[src/rtl/l1_l2_arbiter.sv]
// l1_l2_arbiter
//   The L1 I-cache and the L1 D-cache share one L2 request port through this block.
//   The winning request is registered and held on the L2 port until l2_resp arrives.
//   The returned line is registered and handed back to the winner with a one-cycle
//   resp pulse.
//   D has priority over I. A starvation guard forces an I grant after STARVE_LIMIT
//   consecutive D grants taken while i_read was pending.
//
// Ports
//   clk, reset_n           clock, async active-low reset
//   i_read/i_addr          I-cache line read request (held until i_resp)
//   i_rdata/i_resp         line + completion pulse to I-cache
//   d_read/d_write/d_addr  D-cache read / writeback request (held until d_resp)
//   d_wdata                D-cache writeback line
//   d_rdata/d_resp         line + completion pulse to D-cache
//   l2_read/l2_write       one-hot (or idle) strobes to L2
//   l2_addr/l2_wdata       line-aligned address, writeback data to L2
//   l2_rdata/l2_resp       line and one-cycle completion from L2
//
// Optional build macro L1_L2_ARB_PERF_CNT_EN
//   Adds the saturating 32-bit counters perf_i_grants, perf_d_grants and
//   perf_i_wait_cycles.
module l1_l2_arbiter #(
   parameter int ADDR_W       = 32,
   parameter int LINE_W       = 256,
   parameter int STARVE_LIMIT = 4
) (
   input  logic              clk,
   input  logic              reset_n,
   input  logic              i_read,
   input  logic [ADDR_W-1:0] i_addr,
   output logic [LINE_W-1:0] i_rdata,
   output logic              i_resp,
   input  logic              d_read,
   input  logic              d_write,
   input  logic [ADDR_W-1:0] d_addr,
   input  logic [LINE_W-1:0] d_wdata,
   output logic [LINE_W-1:0] d_rdata,
   output logic              d_resp,
   output logic              l2_read,
   output logic              l2_write,
   output logic [ADDR_W-1:0] l2_addr,
   output logic [LINE_W-1:0] l2_wdata,
   input  logic [LINE_W-1:0] l2_rdata,
   input  logic              l2_resp
`ifdef L1_L2_ARB_PERF_CNT_EN
   ,
   output logic [31:0]       perf_i_grants,
   output logic [31:0]       perf_d_grants,
   output logic [31:0]       perf_i_wait_cycles
`endif
);

   typedef enum logic [1:0] {IDLE, ISSUE, DONE} state_t;

   localparam logic [3:0] LIMIT = 4'(STARVE_LIMIT);

   state_t            state, state_nxt;
   logic [3:0]        starve_cnt;
   logic [ADDR_W-1:0] addr_q;
   logic [LINE_W-1:0] wdata_q;
   logic [LINE_W-1:0] rdata_q;
   logic              owner_i;   // 1 = I-cache owns the transaction, 0 = D-cache
   logic              write_q;

   logic d_req, grant_i, grant_d;

   // A simultaneous d_read and d_write is treated as a write (d_write is tested first).
   assign d_req   = d_read | d_write;
   assign grant_i = (state == IDLE) && i_read && (!d_req || (starve_cnt == LIMIT));
   assign grant_d = (state == IDLE) && d_req && !grant_i;

   always_comb begin
      state_nxt = state;
      case (state)
         IDLE:    if (grant_i || grant_d) state_nxt = ISSUE;
         ISSUE:   if (l2_resp)            state_nxt = DONE;
         DONE:                            state_nxt = IDLE;
         default:                         state_nxt = IDLE;
      endcase
   end

   always_ff @(posedge clk or negedge reset_n) begin
      if (!reset_n) begin
         state      <= IDLE;
         starve_cnt <= '0;
         addr_q     <= '0;
         wdata_q    <= '0;
         rdata_q    <= '0;
         owner_i    <= 1'b0;
         write_q    <= 1'b0;
      end else begin
         state <= state_nxt;
         if (state == IDLE) begin
            if (grant_i || !i_read)
               starve_cnt <= '0;
            else if (grant_d && starve_cnt != LIMIT)
               starve_cnt <= starve_cnt + 4'd1;
         end
         if (grant_i) begin
            addr_q  <= i_addr;
            owner_i <= 1'b1;
            write_q <= 1'b0;
         end else if (grant_d) begin
            addr_q  <= d_addr;
            wdata_q <= d_wdata;
            owner_i <= 1'b0;
            write_q <= d_write;
         end
         if (state == ISSUE && l2_resp && !write_q)
            rdata_q <= l2_rdata;
      end
   end

   // All outputs come straight from async-reset state, so they drop as soon as reset is asserted.
   assign l2_read  = (state == ISSUE) && !write_q;
   assign l2_write = (state == ISSUE) &&  write_q;
   assign l2_addr  = {addr_q[ADDR_W-1:5], 5'b0};
   assign l2_wdata = wdata_q;
   assign i_resp   = (state == DONE) &&  owner_i;
   assign d_resp   = (state == DONE) && !owner_i;
   assign i_rdata  = rdata_q;
   assign d_rdata  = rdata_q;

`ifdef L1_L2_ARB_PERF_CNT_EN
   logic i_inflight;
   assign i_inflight = (state != IDLE) && owner_i;

   always_ff @(posedge clk or negedge reset_n) begin
      if (!reset_n) begin
         perf_i_grants      <= '0;
         perf_d_grants      <= '0;
         perf_i_wait_cycles <= '0;
      end else begin
         if (grant_i && perf_i_grants != '1)
            perf_i_grants <= perf_i_grants + 32'd1;
         if (grant_d && perf_d_grants != '1)
            perf_d_grants <= perf_d_grants + 32'd1;
         if (i_read && !i_inflight && perf_i_wait_cycles != '1)
            perf_i_wait_cycles <= perf_i_wait_cycles + 32'd1;
      end
   end
`endif

endmodule

[config.mk]
export PLATFORM = sky130hd
export DESIGN_NAME = l1_l2_arbiter
export DESIGN_NICKNAME = d
export VERILOG_FILES = /design/src/rtl/l1_l2_arbiter.sv
export SDC_FILE = /design/constraint.sdc
export NUM_CORES = 1
export LEC_CHECK = 0
export CAP_MARGIN = 20
export CORE_AREA = 5 5 533 535
export DETAILED_ROUTE_END_ITERATION = 16
export DIE_AREA = 0 0 538 540
export PLACE_DENSITY = 0.33
export REMOVE_ABC_BUFFERS = 1
export SYNTH_ARGS = -nofsm -noshare
export SYNTH_HDL_FRONTEND = slang
export SYNTH_SLANG_ARGS = --single-unit
[constraint.sdc]
create_clock -name clk -period 2.4 [get_ports clk]
set_input_delay 0.24 -clock clk [delete_from_list [all_inputs] [get_ports clk]]
set_output_delay 0.24 -clock clk [all_outputs]
set_load 0.005 [all_outputs]
==> results of run 1 <==
[through the flow]
stage	cell area [um2]	worst slack, ns	setup TNS [ns]
detailed placement	39700	0.0113	0
CTS	44200	0.0240	0
global placement	39700	-0.0564	-0.455
floorplan	20200	-10.67	-5359.48
global route	44300	0.00959	0
finish	44300	0.139	0
[per-layer routing]
| metal | routed length, um | vias to the layer above | GRT usage [%] |
|---|---|---|---|
| li1 | - | 7869 | - |
| met1 | 63000 | 9104 | 12.4 |
| met2 | 74700 | 1182 | 17.5 |
| met3 | 22400 | 353 | 5.98 |
| met4 | 5750 | 82 | 3.22 |
| met5 | 561 | - | 0 |
[layout make-up]
class	instances	area [um2]	share of cell area [%]
inverter	6	22.5	0.0508
timing repair buffer	1667	16800	37.9
tap	3724	4660	10.5
clock buffer	112	2300	5.19
sequential	547	13700	30.9
clock inverter	25	263	0.592
multi-input combinational	607	6520	14.7
antenna	31	77.6	0.175
[layout by cell type (no fill, tap or decap), types with 5 or more instances in the layout]
cell | synthesis | layout
conb_1 | 1 | 5
dfrtp_1 | 547 | 547
buf_4 | 268 | 67
diode_2 | 0 | 31
inv_1 | 6 | 6
clkdlybuf4s50_1 | 0 | 1365
clkbuf_1 | 9 | 14
a21boi_0 | 27 | 27
dlygate4sd3_1 | 0 | 201
mux2_2 | 512 | 512
clkinv_2 | 0 | 13
clkbuf_8 | 0 | 18
a221o_1 | 27 | 27
clkbuf_16 | 0 | 81
buf_12 | 0 | 26
[final timing paths]
check,slack [ns],cells after the start,end,startpoint
setup / recovery,0.14,8,l2_wdata[55],starve_cnt[1]
hold / removal,0.07,2,d_rdata[228],reset_n
setup reg to reg,0.14,8,l2_wdata[55],starve_cnt[1]
hold reg to reg,0.50,1,owner_i,owner_i
max in group asynchronous,1.39,3,l2_wdata[61],reset_n
min in group clk,0.09,2,l2_wdata[255],d_wdata[255]
[flip-flops by register name, summed over array words and instances, names as in the netlist]
signal,flops
addr_q,27
d_rdata,256
l2_wdata,256
owner_i,1
starve_cnt,4
state,2
write_q,1
[repair_timing]
action                     4_1_cts  5_1_grt
gates cloned                     0        1
setup endpoints to repair        4       72
pin swaps                        0        1
hold endpoints to repair       558        0
hold buffers                   201        0
resized for setup                6        2
[cell families after synthesis]
kind of cell	after synthesis	synth area share, %
simple gates	22	0.548
buf+inv	335	10.8
fa+ha+maj	2	0.111
other cells	1	0.0166
flops	547	60.5
mux	512	25.5
compound gates	66	2.49
[power groups by stage]
stage / sequential [mW] / combinational, mW / clock [mW]
after floorplan: 16.1 / 5.20 / 0
after global placement: 18.7 / 28.6 / 0
after detailed placement: 18.8 / 28.3 / 0
after CTS: 18.8 / 28.8 / 12.6
after global routing: 19.3 / 30.0 / 12.8
final: 18.6 / 28.1 / 11.9
==> run_results.csv, run 1 <==
group,metric,value,unit
status,run_status,"complete, no violations",
clocking,htree_levels,3,
drt,viasPerCell,2.77,
pwr,pwr-share-seq,31.7,%
setup_path,cp_top_family,"buffers and inverters",
sta,holdWs,0.0664,ns
synthesis,synthArstFlopShare,100,%
global_routing,antenna_found_initial,134,
pwr,comb_power_share,48.0,%
clocking,cts.sinks,547,
pwr,p_leak,16.8,nW
final_layout,syn2layout_area_growth,96.0,%
pwr,vdd_drop_max,0.000490,V
setup_path,crit_top_cell,"buf_12",
setup_path,worstPathArrival,2.89,ns
placement,dp.final_hpwl,142000,um
pwr,clkPwrFrac,20.3,%
final_layout,final_nets,3493,
die,die-height,540,um
die,initial_core_util,8.13,%
synthesis,synthFlopType,"dfrtp_1",
synthesis,synth_seq_cells,547,
setup_path,crit_type,"reg2reg",
final_layout,instances_no_fill,6719,
setup_path,worst_setup_path_start_kind,"flop",
setup_path,critPathRequiredTime,3.03,ns
global_routing,gr-total-overflow,0,
pwr,power_density,1320,nW/um2
placement,place.gp.congestion,0.815,
drt,vias,18600,
setup_path,crit_fanout,26,
synthesis,yosys.area.top_type_share,60.5,%
global_routing,grt_pass1_wl,210000,um
synthesis,syn_area_per_cell,15.2,um2
clocking,cts_tree,"done",
synthesis,netlist_top_cells_area,"dfrtp_1, mux2_2, buf_4",
setup_path,crit_path_top_delay_cell,"dfrtp_1",
clocking,clkTransAtPathRegs,0.06,ns
placement,dp_cells,6349,
placement,port_buffers,1370,
drt,post_drt_wl_per_cell,24.8,um
sta,max_slew_margin,58.7,%
global_routing,grt_pass1_vias,19600,
die,die-area,291000,um2
sta,fmax,442,MHz
sta,period_share,94.2,%
sta,finalSetupViolCount,0,
pwr,power.switching,19.9,mW
synthesis,syn-instance-count,1485,
drt,drt_wl_total,167000,um
global_routing,grt_max_degree,81,
drt,ant_nets,0,
synthesis,ys_warn_count,0,
job,cap_violations,0,
die,die_w,538,um
sta,rsz0062_at_grt,"no",
final_layout,fillCellCount,30800,
synthesis,ys_seq_area_share,60.5,%
drt,remaining_drc_errors,0,
clocking,cts_buffer_depth,4,
setup_path,path_buf_inv,4,
setup_path,path_cells,"inv_1, ha_1, and3b_1, a211oi_4, buf_12, buf_12, buf_4, mux2_2",
drt,drt_iter0_drc,667,
worst_hold_path,worstHoldPathType,"in2async",
synthesis,synth-edff-count,0,
sta,worst_pin_slew,0.620,ns
sta,slew_violations,0,
sta,fin_skew,0.0467,ns
pwr,power,58.6,mW
sta,hold_viol_final,0,
synthesis,synth.distinct_cells,32,
pwr,p_int,38.7,mW
synthesis,synth_area,22600,um2
final_layout,drive_above_1_share,24.9,%
clocking,clockRootBuffer,"clkbuf_16",
clocking,clock_latency,0.79,ns
die,core,278000,um2
clocking,cts_setup_buffers,0,
setup_path,critPathCaptureType,"flop",
final_layout,final_util,15.9,%
die,ios,1386,
pwr,swShare,33.9,%
clocking,numCtsBuffers,80,
setup_path,crit_path_max_incr_delay,0.37,ns
global_routing,grt_use_total,10.9,%
synthesis,synth_area_leader_cell,"dfrtp_1",
synthesis,synthTopCellsByCount,"dfrtp_1, mux2_2, buf_4, buf_2",
sta,period_needed,2.26,ns
drt,dr.pass1.iters,4,
synthesis,yosysMostFrequentCell,"dfrtp_1",
die,placementRows,194,
Note: power is estimated with default switching activity, not from simulation.
==> inputs of run 2 (changes only) <==
--- a/config.mk
+++ b/config.mk
@@ -5,6 +5,7 @@
 export SDC_FILE = /design/constraint.sdc
 export NUM_CORES = 1
 export LEC_CHECK = 0
+export ABC_AREA = 0
 export CAP_MARGIN = 20
 export CORE_AREA = 5 5 533 535
 export DETAILED_ROUTE_END_ITERATION = 16
==> constraint.sdc (replaced) <==
create_clock -name clk -period 2.2 [get_ports clk]
set_input_delay 0.22 -clock clk [delete_from_list [all_inputs] [get_ports clk]]
set_output_delay 0.22 -clock clk [all_outputs]
set_load 0.005 [all_outputs]
==> run_results.csv, run 2 (synthesis gave the netlist of run 1 again) <==
group,metric,value,unit
setup_path,crit_path_max_incr_delay,0.35,ns
die,ios,1386,
final_layout,final_nets,3632,
clocking,htree_levels,3,
worst_hold_path,worstHoldPathType,"in2reg",
setup_path,cp_top_family,"buffers and inverters",
die,die-area,291000,um2
setup_path,worst_setup_path_start_kind,"flop",
sta,hold_viol_final,0,
pwr,vdd_drop_max,0.000744,V
clocking,clkTransAtPathRegs,0.06,ns
pwr,power_density,1440,nW/um2
clocking,clock_latency,0.76,ns
clocking,numCtsBuffers,82,
status,run_status,"complete, but fails checks",
drt,ant_nets,0,
final_layout,syn2layout_area_growth,106,%
die,core,278000,um2
clocking,clockRootBuffer,"clkbuf_16",
sta,max_slew_margin,58.2,%
pwr,power,67.4,mW
setup_path,critPathCaptureType,"flop",
sta,period_share,101,%
placement,port_buffers,1370,
clocking,cts.sinks,547,
drt,viasPerCell,2.80,
clocking,cts_buffer_depth,4,
setup_path,worstPathArrival,2.88,ns
global_routing,antenna_found_initial,131,
global_routing,gr-total-overflow,0,
global_routing,grt_pass1_vias,20800,
final_layout,final_cell_mix,"clkdlybuf4s50_1, dfrtp_1, mux2_2",
sta,worst_pin_slew,0.627,ns
die,die-height,540,um
status,violations,"setup timing",
worst_hold_path,min-delay-start,"d_wdata[98]",
die,placementRows,194,
sta,fin_skew,0.0482,ns
placement,place_ws,-0.0916,ns
drt,dr.pass1.iters,4,
die,die_w,538,um
setup_path,crit_top_cell,"buf_12",
clocking,cts_tree,"done",
placement,place.gp.congestion,0.810,
drt,vias,19200,
setup_path,crit_fanout,8,
final_layout,fillCellCount,30800,
setup_path,r2r-start,"starve_cnt[0]",
pwr,p_leak,18.2,nW
setup_path,path_buf_inv,5,
sta,finalSetupViolCount,10,
setup_path,crit_type,"reg2reg",
setup_path,crit_path_top_delay_cell,"dfrtp_1",
sta,fmax,451,MHz
drt,remaining_drc_errors,0,
setup_path,crit_path_start,"starve_cnt[0]",
global_routing,grt_max_degree,91,
job,cap_violations,0,
sta,period_needed,2.22,ns
drt,drt_wl_total,171000,um
setup_path,critPathRequiredTime,2.86,ns
global_routing,grt_use_total,11.2,%
drt,drt_iter0_drc,640,
sta,slew_violations,0,
sta,rsz0062_at_grt,"yes",
drt,post_drt_wl_per_cell,24.9,um
placement,dp.final_hpwl,144000,um
final_layout,drive_above_1_share,25.6,%
setup_path,path_cells,"inv_2, ha_4, and3b_2, a211oi_4, buf_12, buf_16, buf_12, clkbuf_16, mux2_4",
sta,fin_ws,-0.0192,ns
die,initial_core_util,8.13,%
global_routing,grt_pass1_wl,217000,um
final_layout,final_common_cell,"clkdlybuf4s50_1",
==> run 2: changes by cell type in the layout (fill, tap and decap cells not counted), moves of 6 or more <==
cell	before	now
diode_2	31	25
buf_6	1	15
mux2_2	512	371
buf_16	1	12
clkdlybuf4s50_1	1365	1324
dlygate4sd2_1	4	38
buf_8	1	12
mux2_4	0	141
dlygate4sd3_1	201	295
dfrtp_1	547	541
dfrtp_2	0	6
==> run 2: power breakdown <==
part | internal [mW] | leakage, nW | switching (mW) | total [mW]
Combinational | 21.2 | 10.4 | 12.1 | 33.3
Clock | 8.26 | 1.33 | 5.34 | 13.6
Sequential | 15.3 | 6.47 | 5.20 | 20.5
Total | 44.7 | 18.2 | 22.6 | 67.4
==> run 2: routing by layer <==
layer	global-route usage, %	share of wire, %
met5	0	0.23
met4	2.69	2.9
met3	5.63	13
met2	18.6	46
met1	12.9	38
==> run 2: cell type report <==
type                    instances  area [um2]  area share (%)
inverters                       6        22.5          0.0482
multi-input cells             607        7080            15.2
clock inverters                20         303           0.649
flip-flops and latches        547       13700            29.3
clock buffers                 116        2400            5.14
well taps                    3724        4660            9.98
repair buffers               1804       18500            39.5
diodes                         25        62.6           0.134
==> run 2: worst register-to-register path: cells and delay by family, from the launching register on <==
family                   cells  cell delay (ns)
buffers and inverters        5             0.75
adder cells (fa/ha/maj)      1             0.15
AND/OR/NAND/NOR              1             0.22
flip-flops                   1             0.35
AO/OA/AOI/OAI                1             0.33
multiplexers                 1             0.30
==> run 2: worst paths after layout <==
path                                 end  cells after the start  slack, ns
hold / removal              l2_wdata[98]                      2       0.09
setup reg to reg           l2_wdata[171]                      9      -0.02
max in group asynchronous  l2_wdata[247]                      3       1.35
hold reg to reg                  owner_i                      1       0.50
setup / recovery           l2_wdata[171]                      9      -0.02
min in group asynchronous   l2_wdata[21]                      3       0.16
==> run 2: timing repair <==
action                                 4_1_cts  5_1_grt
resized for setup                          232       46
hold buffers                               296        0
gates cloned                                10        3
setup endpoints to repair                  295      236
setup buffers                               26       14
endpoints found under the hold margin      809        0
pin swaps                                    2        2
==> run 2: per-stage QoR <==
stage	std cells	hold WS (ns)	instance area, um2	util [%]	TNS (ns)
after floorplan	1160	-0.0756	20200	-	-5467.28
after global placement	6356	0.128	39700	14.2	-22.25
after detailed placement	6356	0.129	39700	14.2	-12.41
after CTS	6820	0.000183	46500	16.7	-6.64
after global routing	6834	0.0224	46700	16.8	-15.26
final	6849	0.0938	46700	16.8	-0.0746
